**src/rtl/weighted_rr_arbiter.sv**
```systemverilog
// weighted_rr_arbiter: registered weighted round-robin arbiter with fixed-priority fallback.
// The winner holds its grant for up to w_eff consecutive requesting cycles, then priority rotates
// to the channel after the holder.
// Ports:
//   clk, rst   : rising-edge clock, asynchronous active-high reset
//   en         : gates new grants; a running burst always completes
//   mode       : 0 = weighted round-robin, 1 = fixed priority (index 0 highest)
//   req        : level-sensitive request vector
//   weight     : per-channel burst weight, channel i at [i*WEIGHT_WIDTH +: WEIGHT_WIDTH]
//   gnt        : registered one-hot grant (or zero)
//   gnt_valid  : registered, equals |gnt
//   gnt_id     : index of granted channel, holds last value while idle
module weighted_rr_arbiter #(
    parameter int unsigned REQ_WIDTH    = 8,
    parameter int unsigned WEIGHT_WIDTH = 4,
    parameter int unsigned ID_WIDTH     = $clog2(REQ_WIDTH)
) (
    input  logic                              clk,
    input  logic                              rst,
    input  logic                              en,
    input  logic                              mode,
    input  logic [REQ_WIDTH-1:0]              req,
    input  logic [REQ_WIDTH*WEIGHT_WIDTH-1:0] weight,
    output logic [REQ_WIDTH-1:0]              gnt,
    output logic                              gnt_valid,
    output logic [ID_WIDTH-1:0]               gnt_id
);

    typedef enum logic {
        IDLE  = 1'b0,
        GRANT = 1'b1
    } state_t;

    state_t                  state;
    logic [ID_WIDTH-1:0]     ptr;
    logic [WEIGHT_WIDTH-1:0] cnt;

    // Unpack the flat weight bus into per-channel entries
    logic [WEIGHT_WIDTH-1:0] w_arr [REQ_WIDTH];

    for (genvar g = 0; g < REQ_WIDTH; g++) begin : g_w
        assign w_arr[g] = weight[g*WEIGHT_WIDTH +: WEIGHT_WIDTH];
    end

    logic                    release_c;
    logic [ID_WIDTH-1:0]     nxt_ptr_c;
    logic [ID_WIDTH-1:0]     sptr_c;
    logic [ID_WIDTH-1:0]     cand_c;
    logic                    win_found_c;
    logic [ID_WIDTH-1:0]     win_id_c;
    logic [WEIGHT_WIDTH-1:0] win_w_c;

    // Burst ends when the holder drops its request or consumes its last beat
    assign release_c = !req[gnt_id] || (cnt <= WEIGHT_WIDTH'(1));

    // Pointer just past the holder, wrapping for any REQ_WIDTH
    assign nxt_ptr_c = (32'(gnt_id) == REQ_WIDTH - 1) ? '0 : gnt_id + 1'b1;

    // On release the rotated pointer is used in the same cycle's search
    assign sptr_c = (state == GRANT && release_c) ? nxt_ptr_c : ptr;

    // Winner search: rotating scan from sptr_c, or plain LSB-first in fixed mode
    always_comb begin
        win_found_c = 1'b0;
        win_id_c    = '0;
        cand_c      = '0;
        for (int unsigned i = 0; i < REQ_WIDTH; i++) begin
            cand_c = ID_WIDTH'(mode ? i : (32'(sptr_c) + i) % REQ_WIDTH);
            if (!win_found_c && req[cand_c]) begin
                win_found_c = 1'b1;
                win_id_c    = cand_c;
            end
        end
    end

    // Zero weight is treated as a single-beat burst
    assign win_w_c = (w_arr[win_id_c] == '0) ? WEIGHT_WIDTH'(1) : w_arr[win_id_c];

    // State, pointer, beat counter and registered grant outputs
    always_ff @(posedge clk or posedge rst) begin
        if (rst) begin
            state     <= IDLE;
            ptr       <= '0;
            cnt       <= '0;
            gnt       <= '0;
            gnt_valid <= 1'b0;
            gnt_id    <= '0;
        end else begin
            case (state)
                IDLE: begin
                    if (en && win_found_c) begin
                        gnt       <= REQ_WIDTH'(1) << win_id_c;
                        gnt_valid <= 1'b1;
                        gnt_id    <= win_id_c;
                        cnt       <= win_w_c;
                        state     <= GRANT;
                    end else begin
                        gnt       <= '0;
                        gnt_valid <= 1'b0;
                    end
                end
                GRANT: begin
                    if (!release_c) begin
                        cnt <= cnt - WEIGHT_WIDTH'(1);
                    end else begin
                        ptr <= nxt_ptr_c;
                        if (en && win_found_c) begin
                            gnt       <= REQ_WIDTH'(1) << win_id_c;
                            gnt_valid <= 1'b1;
                            gnt_id    <= win_id_c;
                            cnt       <= win_w_c;
                        end else begin
                            gnt       <= '0;
                            gnt_valid <= 1'b0;
                            cnt       <= '0;
                            state     <= IDLE;
                        end
                    end
                end
                default: begin
                    state     <= IDLE;
                    gnt       <= '0;
                    gnt_valid <= 1'b0;
                end
            endcase
        end
    end

endmodule

```
**config.mk**
```make
export PLATFORM = sky130hd
export DESIGN_NAME = weighted_rr_arbiter
export DESIGN_NICKNAME = d
export VERILOG_FILES = /design/src/rtl/weighted_rr_arbiter.sv
export SDC_FILE = /design/constraint.sdc
export NUM_CORES = 1
export LEC_CHECK = 0
export BUFFER_PORTS_ARGS = -buffer_cell sky130_fd_sc_hd__buf_2
export CAP_MARGIN = 10
export CORE_UTILIZATION = 51
export CTS_CLUSTER_SIZE = 20
export DETAILED_ROUTE_END_ITERATION = 12
export GPL_TIMING_DRIVEN = 0
export PLACE_DENSITY = 0.88
export SETUP_SLACK_MARGIN = 0.1
export SYNTH_ARGS = -nofsm -noshare
export SYNTH_HDL_FRONTEND = slang
export SYNTH_SLANG_ARGS = --single-unit
export TNS_END_PERCENT = 100
```
**constraint.sdc**
```tcl
create_clock -name clk -period 4.6 [get_ports clk]
set_input_delay 0.23 -clock clk [delete_from_list [all_inputs] [get_ports clk]]
set_output_delay 0.23 -clock clk [all_outputs]
set_load 0.01 [all_outputs]
```
==> results of run 1 <==
[worst min-delay path by stage]
| stage | end | slack [ps] | depth (start not counted) |
|---|---|---|---|
| 6_report | gnt[3] | 90 | 2 |
| 5_1_grt | gnt[7] | 150 | 2 |
| 4_1_cts | gnt[5] | 100 | 2 |
| 3_5_place_dp | gnt[7] | 380 | 2 |
| 3_3_place_gp | gnt[7] | 380 | 2 |
| 2_1_floorplan | cnt[0] | 190 | 1 |
[routing by layer]
| metal | GRT usage | routed length, microns | vias to the layer above |
|---|---|---|---|
| met1 | 0.333 | 3610 | 1491 |
| met3 | 0.0347 | 651 | 33 |
| met2 | 0.534 | 4690 | 216 |
| li1 | - | - | 1432 |
| met4 | 0.119 | 267 | 0 |
| met5 | 0 | 0 | - |
[repair_timing]
item                                   in CTS  in global routing
setup endpoints to repair                  17                 16
pin swaps                                  18                 25
endpoints found under the hold margin       0                  0
buffers inserted                           18                 16
gates resized for setup                    30                 33
[state kept, by name, summed over array words and instances, names as in the netlist]
| register | flops |
|---|---|
| state | 1 |
| gnt_id | 3 |
| ptr | 3 |
| gnt | 8 |
| gnt_valid | 1 |
| cnt | 4 |
[worst max-delay path, stage by stage, from the launching register on]
cell,delay (ps)
dfrtp_1,410
buf_6,140
ha_4,160
or2_4,260
nand2_4,90
o21ai_4,70
nand2_2,120
mux2_4,330
ha_4,270
nor2b_1,150
buf_4,210
mux2i_1,220
o21ai_1,150
and2_4,180
or3_4,360
a21o_4,230
o2bb2ai_4,130
a31oi_4,60
or2_4,300
buf_8,140
mux2i_1,130
mux2i_2,290
o32ai_2,140
a21o_1,170
[final cells by class]
type	count	area, sq um
Clock buffer	3	41.3
Buffer	15	101
Inverter	15	56.3
Tap cell	70	87.6
Fill cell	366	1400
Timing Repair Buffer	89	551
Clock inverter	1	30.0
Multi-Input combinational cell	282	2430
Sequential cell	20	503
[cell usage after synthesis (3+ instances only)]
library cell   n
inv_1         15
mux2i_1       43
o211ai_1       6
a21oi_1        5
and3_1         3
dfrtp_1       20
nand3_1       13
or3_1          3
or4b_1         3
nand3_2        4
o2111ai_1      3
a22oi_1        5
buf_2          4
ha_1           6
a21o_1         4
clkbuf_1       6
o21ai_0       22
nand2_1       46
nand2b_1       5
mux2_2         5
nor2_1        21
nor3_1         7
and2_1         4
nor2b_1        9
[stage by stage]
step	util	setup TNS (ps)	cells
finish	0.730	-506	495
detailed placement	0.616	-8330	457
floorplan	-	0	332
CTS	0.684	-37.2	479
global placement	0.616	-5500	457
global route	0.730	-1330	495
[cells in the final DEF (no fill, tap or decap), drive strengths merged, types with 5 or more instances in the layout]
cell and n:
a21o 5, a21oi 5, a22oi 5, and2 5, buf 98, clkbuf 9
dfrtp 20, ha 6, inv 15, mux2 7, mux2i 45, nand2 46
nand2b 6, nand3 18, nor2 21, nor2b 9, nor3 9, o211ai 8
o21ai 25
[kinds of logic (layout without fill, tap and decap cells)]
family,count (synthesis),after routing,share of synthesized area
AOI/OAI and AO/OA,84,84,0.254
and+or+nand+nor,136,136,0.272
adders and majority gates,6,6,0.0267
muxes,54,54,0.210
xor gates and xnor gates,2,2,0.00624
DFF,20,20,0.178
buffers and inverters,30,123,0.0526
==> load_flow_metrics.sql, run 1 <==
INSERT INTO impl_metrics (metric_group, metric, value, unit) VALUES
('run_status', 'outcome', 'complete, but fails checks', ''),
('run_status', 'failed_checks', 'setup timing', ''),
('setup_path', 'endpoint_arrival_time_on_the_critical_path', '4940', 'ps'),
('sta', 'tightest_slew', '742', 'ps'),
('clocking', 'cts_buffers', '3', ''),
('yosys', 'synth_nets', '382', ''),
('route', 'wirelength', '9220', 'microns'),
('sta', 'maxSlewViolCount', '0', ''),
('setup_path', 'critPathCapture', 'cnt[1]', ''),
('yosys', 'syn_area', '2810', 'sq um'),
('sta', 'setup_viol', '4', ''),
('route', 'detailedRoute.firstIterationViolations', '361', ''),
('yosys', 'synthFlopType', 'dfrtp_1', ''),
('clocking', 'clk_pin_slew_worst_setup_hold_paths', '70', 'ps'),
('clocking', 'clk_latency', '250', 'ps'),
('finish', 'post_route_cells_drive_above_1_share', '0.428', ''),
('floorplan', 'die_extent_in_y', '76.2', 'microns'),
('floorplan', 'core.rowCount', '26', ''),
('sta', 'fin_worst_skew', '1.89', 'ps'),
('global_route', 'grt_util_all_layers', '0.289', ''),
('yosys', 'synthesis_warning_total', '0', ''),
('yosys', 'post_synth_main_area_contributors', 'dfrtp_1, mux2i_1, nand2_1', ''),
('floorplan', 'count_of_pins_on_the_block_boundary', '56', ''),
('finish', 'area.growth.synth_to_final', '35.3', '%'),
('finish', 'final_area', '3800', 'sq um'),
('global_route', 'grt_antenna_before_repair', '0', ''),
('setup_path', 'timing.critical_path.from_type', 'flop', ''),
('yosys', 'synth_edf_count', '0', ''),
('place', 'place_ws', '-705', 'ps'),
('finish', 'design.final.nets', '476', ''),
('setup_path', 'path_class', 'reg -> reg', ''),
('clocking', 'clockBufferDepth', '2', ''),
('hold_path', 'hold_path_class', 'in -> async', ''),
('place', 'gpl_congestion', '0.946', ''),
('route', 'via_density_per_instance', '6.41', ''),
('place', 'detailed_place.area', '3210', 'sq um'),
('clocking', 'cts_tree', 'done', ''),
('global_route', 'grt_overflow', '0', ''),
('sta', 'final_hold_slack', '93.0', 'ps'),
('setup_path', 'critical_path_peak_fanout', '8', ''),
('sta', 'top_achievable_clock_speed', '0.208', 'GHz'),
('clocking', 'h-tree-depth', '1', ''),
('sta', 'fin_crit_sh', '1.04', ''),
('yosys', 'syn-instance-count', '332', ''),
('floorplan', 'area_enclosed_by_the_die_boundary', '5810', 'sq um'),
('route', 'num_vias', '3172', ''),
('yosys', 'ys_ff_latch', '20', ''),
('clocking', 'clockRootBuffer', 'clkbuf_8', ''),
('yosys', 'post-synth-top-area-fraction', '0.178', ''),
('floorplan', 'initial_core_util', '0.540', ''),
('yosys', 'ys_types', '77', ''),
('global_route', 'wire_length_of_the_first_global_routing_pass', '13900', 'microns'),
('place', 'place.port_buffers', '55', ''),
('setup_path', 'r2r_cells', '23', ''),
('setup_path', 'crit_path_capture_type', 'flop', ''),
('global_route', 'grt_start_max_net_pins', '21', ''),
('finish', 'antennaDiodeCount', '0', ''),
('setup_path', 'reg2reg_to', 'cnt[1]', ''),
('route', 'drt.antenna.violating_nets', '0', ''),
('clocking', 'tritoncts_num_sinks', '20', ''),
('sta', 'timing.final.crit_period', '4800', 'ps'),
('sta', 'worst_slew_margin_relative_to_its_limit', '0.505', ''),
('clocking', 'number_of_hold_repair_buffers_added_at_the_cts_stage', '0', ''),
('yosys', 'syn_avg_cell_area', '8.46', 'sq um'),
('setup_path', 'critical_path.startpoint', 'cnt[0]', ''),
('flow_run', 'maxCapViolCount', '0', ''),
('route', 'drc_errors', '0', ''),
('setup_path', 'reg2reg_setup_slack', '-200', 'ps'),
('yosys', 'yosysTopAreaCell', 'dfrtp_1', ''),
('sta', 'unrepaired_setup_endpoints_after_global_routing', 'true', ''),
('sta', 'hold_viol_final', '0', ''),
('setup_path', 'required', '4750', 'ps'),
('floorplan', 'core_area', '5200', 'sq um'),
('yosys', 'async_reset_ff_frac', '1.00', ''),
('route', 'drt-pass1-iter-count', '5', ''),
('route', 'routedWlPerCell', '18.6', 'microns'),
('place', 'place.detailed.hpwl', '6040', 'microns'),
('setup_path', 'r2r-start', 'cnt[0]', ''),
('floorplan', 'die-width', '76.2', 'microns'),
('sta', 'worst_slack', '-198', 'ps'),
('global_route', 'grt_pass1_vias', '3024', ''),
('yosys', 'yosysSeqAreaShare', '0.178', '');
Power of run 1 is left out: the tool's default activity adds up to more than one toggle a clock period on the data nets, which glitch-free logic cannot reach.
==> run 2, diff against run 1 <==
Settings changed: GPL_TIMING_DRIVEN 0 to 1.
==> load_flow_metrics.sql, run 2 (synthesized netlist as in run 1, its figures left out) <==
INSERT INTO impl_metrics (metric_group, metric, value, unit) VALUES
('floorplan', 'core.rowCount', '26', ''),
('clocking', 'number_of_hold_repair_buffers_added_at_the_cts_stage', '0', ''),
('finish', 'mostFrequentLayoutCell', 'buf_4', ''),
('route', 'routedWlPerCell', '20.7', 'microns'),
('sta', 'fin_worst_skew', '1.35', 'ps'),
('clocking', 'cts_buffers', '3', ''),
('clocking', 'h-tree-depth', '1', ''),
('floorplan', 'core_area', '5200', 'sq um'),
('setup_path', 'critical_path_peak_fanout', '7', ''),
('finish', 'final_cells', '517', ''),
('clocking', 'clk_latency', '260', 'ps'),
('place', 'place.port_buffers', '55', ''),
('floorplan', 'count_of_pins_on_the_block_boundary', '56', ''),
('global_route', 'grt_antenna_before_repair', '0', ''),
('place', 'place_ws', '-174', 'ps'),
('setup_path', 'reg2reg_to', 'cnt[1]', ''),
('global_route', 'grt_start_max_net_pins', '21', ''),
('clocking', 'cts_tree', 'done', ''),
('route', 'drc_errors', '0', ''),
('setup_path', 'endpoint_arrival_time_on_the_critical_path', '5010', 'ps'),
('hold_path', 'hold_path_class', 'in -> async', ''),
('global_route', 'wire_length_of_the_first_global_routing_pass', '14800', 'microns'),
('run_status', 'failed_checks', 'setup timing', ''),
('setup_path', 'path_class', 'reg -> reg', ''),
('route', 'num_vias', '3414', ''),
('clocking', 'tritoncts_num_sinks', '20', ''),
('global_route', 'grt_overflow', '0', ''),
('finish', 'mostFrequentLayoutCells', 'buf_4, buf_2, nand2_1', ''),
('finish', 'largest_register_ffs', '8', ''),
('run_status', 'outcome', 'complete, but fails checks', ''),
('setup_path', 'timing.critical_path.from_type', 'flop', ''),
('sta', 'maxSlewViolCount', '0', ''),
('floorplan', 'die_extent_in_y', '76.2', 'microns'),
('flow_run', 'maxCapViolCount', '0', ''),
('global_route', 'grt_pass1_vias', '3150', ''),
('clocking', 'clockRootBuffer', 'clkbuf_8', ''),
('floorplan', 'die-width', '76.2', 'microns'),
('finish', 'largest_reg_by_ff_count', 'gnt', ''),
('sta', 'hold_viol_final', '0', ''),
('floorplan', 'initial_core_util', '0.540', ''),
('setup_path', 'crit_path_capture_type', 'flop', ''),
('finish', 'post_route_cells_drive_above_1_share', '0.470', ''),
('route', 'drt.antenna.violating_nets', '0', ''),
('sta', 'worst_slack', '-206', 'ps'),
('route', 'drt-pass1-iter-count', '5', ''),
('finish', 'design.final.nets', '498', ''),
('route', 'detailedRoute.firstIterationViolations', '317', ''),
('clocking', 'clockBufferDepth', '2', ''),
('setup_path', 'r2r-start', 'gnt_id[0]', ''),
('place', 'gpl_congestion', '0.955', ''),
('setup_path', 'reg2reg_setup_slack', '-210', 'ps'),
('finish', 'biggestRegsByFlops', 'gnt: 8 flops, cnt: 4 flops', ''),
('sta', 'fin_crit_sh', '1.04', ''),
('setup_path', 'required', '4800', 'ps'),
('finish', 'final_core_utilization', '0.780', ''),
('global_route', 'grt_util_all_layers', '0.309', ''),
('finish', 'antennaDiodeCount', '0', ''),
('clocking', 'clk_pin_slew_worst_setup_hold_paths', '70', 'ps'),
('sta', 'top_achievable_clock_speed', '0.208', 'GHz'),
('floorplan', 'area_enclosed_by_the_die_boundary', '5810', 'sq um'),
('sta', 'setup_total_negative_slack', '-606', 'ps'),
('finish', 'area.growth.synth_to_final', '44.5', '%'),
('sta', 'timing.final.crit_period', '4810', 'ps'),
('sta', 'setup_viol', '4', ''),
('sta', 'unrepaired_setup_endpoints_after_global_routing', 'true', ''),
('route', 'wirelength', '10700', 'microns'),
('sta', 'worst_slew_margin_relative_to_its_limit', '0.375', ''),
('route', 'via_density_per_instance', '6.60', ''),
('sta', 'tightest_slew', '934', 'ps'),
('place', 'dpl.cell_count', '485', ''),
('place', 'place.detailed.hpwl', '6350', 'microns'),
('setup_path', 'r2r_cells', '25', '');
==> run 2: cell count changes in the layout (fill, tap and decap cells not counted), sizes merged <==
cell | previous run | this run
clkbuf | 9 | 3
buf | 98 | 126
==> run 2: worst max path at each step <==
stage,startpoint,end,depth (start not counted)
3_3_place_gp,cnt[0],cnt[0],22
4_1_cts,gnt_id[0],cnt[1],24
5_1_grt,cnt[0],cnt[0],23
3_5_place_dp,gnt_id[0],cnt[1],19
2_1_floorplan,gnt_id[0],cnt[0],22
6_report,gnt_id[0],cnt[1],25
==> run 2: per-stage QoR <==
stage               area [sq um]  hold WS [ps]
floorplan                   2840           194
global placement            3450           381
detailed placement          3450           392
CTS                         3750           112
global route                4060           131
finish                      4060          79.5
==> run 2: critical path, stage by stage, from the launching register on <==
cell	delay [ps]
dfrtp_2	470
mux2i_2	290
o22ai_4	130
o21ai_4	220
nand2_4	90
buf_4	130
buf_4	120
buf_4	130
mux2_4	300
inv_2	80
ha_4	130
nor2_1	40
mux2_4	300
buf_6	130
buf_4	140
mux2i_4	180
buf_4	160
nor4_4	390
o31ai_4	120
buf_6	150
mux2i_4	180
mux2i_2	160
mux2i_1	120
buf_4	160
o32ai_2	270
a21o_1	130
==> run 2: repair_timing <==
| action | 4_1_cts | 5_1_grt |
|---|---|---|
| cloned | 1 | 0 |
| resized for setup | 24 | 41 |
| endpoints found under the setup margin | 4 | 13 |
| pin swaps | 4 | 19 |
| setup buffers | 14 | 15 |
==> run 2: routing by layer <==
layer | up-vias | part of all wire | track usage
li1 | 1470 | - | -
met1 | 1611 | 0.37 | 0.370
met2 | 268 | 0.48 | 0.571
met3 | 65 | 0.086 | 0.0323
met4 | 0 | 0.063 | 0.104
met5 | - | 0 | 0
==> run 2: area by class of cell <==
cell class	instances	area [sq um]
multi-input combinational	282	2450
fill	309	1150
timing repair buffer	126	892
sequential	20	503
tap	70	87.6
inverter	15	56.3
clock buffer	3	41.3
clock inverter	1	30.0
Power of run 2 is left out for the same reason.
==> run 3, diff against run 2 <==
--- a/config.mk
+++ b/config.mk
@@ -15,2 +15,3 @@
 export SETUP_SLACK_MARGIN = 0.1
+export SKIP_LAST_GASP = 1
 export SYNTH_ARGS = -nofsm -noshare
--- a/constraint.sdc
+++ b/constraint.sdc
@@ -3,2 +3,2 @@
 set_output_delay 0.23 -clock clk [all_outputs]
-set_load 0.01 [all_outputs]
+set_load 0.05 [all_outputs]
==> load_flow_metrics.sql, run 3 (synthesized netlist as in run 1, its figures left out) <==
INSERT INTO impl_metrics (metric_group, metric, value, unit) VALUES
('place', 'gpl_congestion', '0.971', ''),
('setup_path', 'reg2reg_setup_slack', '-50', 'ps'),
('route', 'num_vias', '3297', ''),
('floorplan', 'die_extent_in_y', '76.2', 'microns'),
('sta', 'maxSlewViolCount', '0', ''),
('setup_path', 'path_class', 'reg -> reg', ''),
('finish', 'post_route_cells_drive_above_1_share', '0.471', ''),
('clocking', 'clockRootBuffer', 'clkbuf_8', ''),
('setup_path', 'timing.critical_path.from_type', 'flop', ''),
('route', 'drc_errors', '0', ''),
('run_status', 'failed_checks', 'setup timing', ''),
('sta', 'timing.final.crit_period', '4650', 'ps'),
('sta', 'setup_viol', '1', ''),
('global_route', 'grt_antenna_before_repair', '0', ''),
('finish', 'largest_reg_by_ff_count', 'gnt', ''),
('setup_path', 'cp_top_family', 'multiplexers', ''),
('route', 'drt-pass1-iter-count', '5', ''),
('setup_path', 'crit_path_capture_type', 'flop', ''),
('finish', 'mostFrequentLayoutCells', 'buf_2, nand2_1, buf_4', ''),
('setup_path', 'cp.buffers_inverters', '8', ''),
('sta', 'tightest_slew', '864', 'ps'),
('flow_run', 'maxCapViolCount', '0', ''),
('finish', 'final_area', '4010', 'sq um'),
('sta', 'unrepaired_setup_endpoints_after_global_routing', 'true', ''),
('floorplan', 'initial_core_util', '0.540', ''),
('route', 'drt.antenna.violating_nets', '0', ''),
('floorplan', 'count_of_pins_on_the_block_boundary', '56', ''),
('route', 'detailedRoute.firstIterationViolations', '408', ''),
('finish', 'area.growth.synth_to_final', '42.7', '%'),
('floorplan', 'core_area', '5200', 'sq um'),
('setup_path', 'worst_path_max_delay_cell', 'dfrtp_2', ''),
('route', 'routedWlPerCell', '19.8', 'microns'),
('setup_path', 'required', '4790', 'ps'),
('clocking', 'tritoncts_num_sinks', '20', ''),
('clocking', 'cts_tree', 'done', ''),
('setup_path', 'crit_path_max_incr_delay', '500', 'ps'),
('floorplan', 'die-width', '76.2', 'microns'),
('sta', 'worst_slack', '-46.9', 'ps'),
('place', 'place.detailed.hpwl', '6320', 'microns'),
('finish', 'mostFrequentLayoutCell', 'buf_2', ''),
('sta', 'hold_viol_final', '0', ''),
('sta', 'fin_crit_sh', '1.01', ''),
('clocking', 'clk_latency', '270', 'ps'),
('global_route', 'grt_overflow', '0', ''),
('finish', 'biggestRegsByFlops', 'gnt: 8 flops, cnt: 4 flops', ''),
('finish', 'design.final.nets', '480', ''),
('hold_path', 'hold_path_class', 'in -> async', ''),
('setup_path', 'critical_path.startpoint', 'gnt_id[0]', ''),
('sta', 'top_achievable_clock_speed', '0.215', 'GHz'),
('place', 'dpl.cell_count', '470', ''),
('finish', 'antennaDiodeCount', '0', ''),
('finish', 'final_cells', '499', ''),
('clocking', 'h-tree-depth', '1', ''),
('clocking', 'clockBufferDepth', '2', ''),
('run_status', 'outcome', 'complete, but fails checks', ''),
('route', 'via_density_per_instance', '6.61', ''),
('finish', 'final_core_utilization', '0.770', ''),
('sta', 'worst_slew_margin_relative_to_its_limit', '0.422', ''),
('route', 'wirelength', '9890', 'microns'),
('sta', 'fin_worst_skew', '12.8', 'ps'),
('clocking', 'cts_buffers', '3', ''),
('setup_path', 'r2r-start', 'gnt_id[0]', ''),
('place', 'place_ws', '-103', 'ps'),
('place', 'place.port_buffers', '55', ''),
('clocking', 'number_of_hold_repair_buffers_added_at_the_cts_stage', '0', ''),
('setup_path', 'critical_path_peak_fanout', '7', ''),
('global_route', 'wire_length_of_the_first_global_routing_pass', '14100', 'microns'),
('global_route', 'grt_pass1_vias', '2990', ''),
('floorplan', 'core.rowCount', '26', ''),
('floorplan', 'area_enclosed_by_the_die_boundary', '5810', 'sq um'),
('global_route', 'grt_start_max_net_pins', '21', ''),
('setup_path', 'endpoint_arrival_time_on_the_critical_path', '4830', 'ps'),
('finish', 'largest_register_ffs', '8', ''),
('clocking', 'clk_pin_slew_worst_setup_hold_paths', '80', 'ps'),
('place', 'detailed_place.area', '3370', 'sq um'),
('global_route', 'grt_util_all_layers', '0.300', '');
[run 3: cell count changes in the layout (fill, tap and decap cells not counted), sizes merged]
cell | before | now
buf | 126 | 108
[run 3: final timing paths]
path / end / cells past startpoint
min in group clk: state / 4
max in group asynchronous: gnt_id[0] / 2
setup / recovery: cnt[0] / 26
hold / removal: ptr[2] / 2
hold reg to reg: gnt[6] / 2
setup reg to reg: cnt[0] / 26
[run 3: cell type report]
class	count	area [sq um]
multi-input cells	282	2540
clock inverters	1	30.0
clock buffers	3	41.3
inverters	15	56.3
repair buffers	108	747
well taps	70	87.6
flip-flops and latches	20	504
fillers	303	1200
[run 3: through the flow]
step                hold WS [ps]  TNS (ps)
floorplan                    194     -14.0
CTS                          121         0
finish                      90.9     -46.9
global placement             395         0
global route                 164      -563
detailed placement           405      -238
[run 3: metal layers]
| layer | up-vias | track usage | share of wire |
|---|---|---|---|
| li1 | 1444 | - | - |
| met1 | 1541 | 0.355 | 0.37 |
| met2 | 245 | 0.539 | 0.48 |
| met3 | 67 | 0.0479 | 0.089 |
| met4 | 0 | 0.117 | 0.055 |
| met5 | - | 0 | 0 |
[run 3: timing repair]
item / in CTS / in global routing
setup endpoints to repair: 4 / 10
cloned: 1 / 0
pin swaps: 14 / 23
gates resized for setup: 30 / 50
buffers inserted: 12 / 12
Power of run 3 is left out for the same reason.
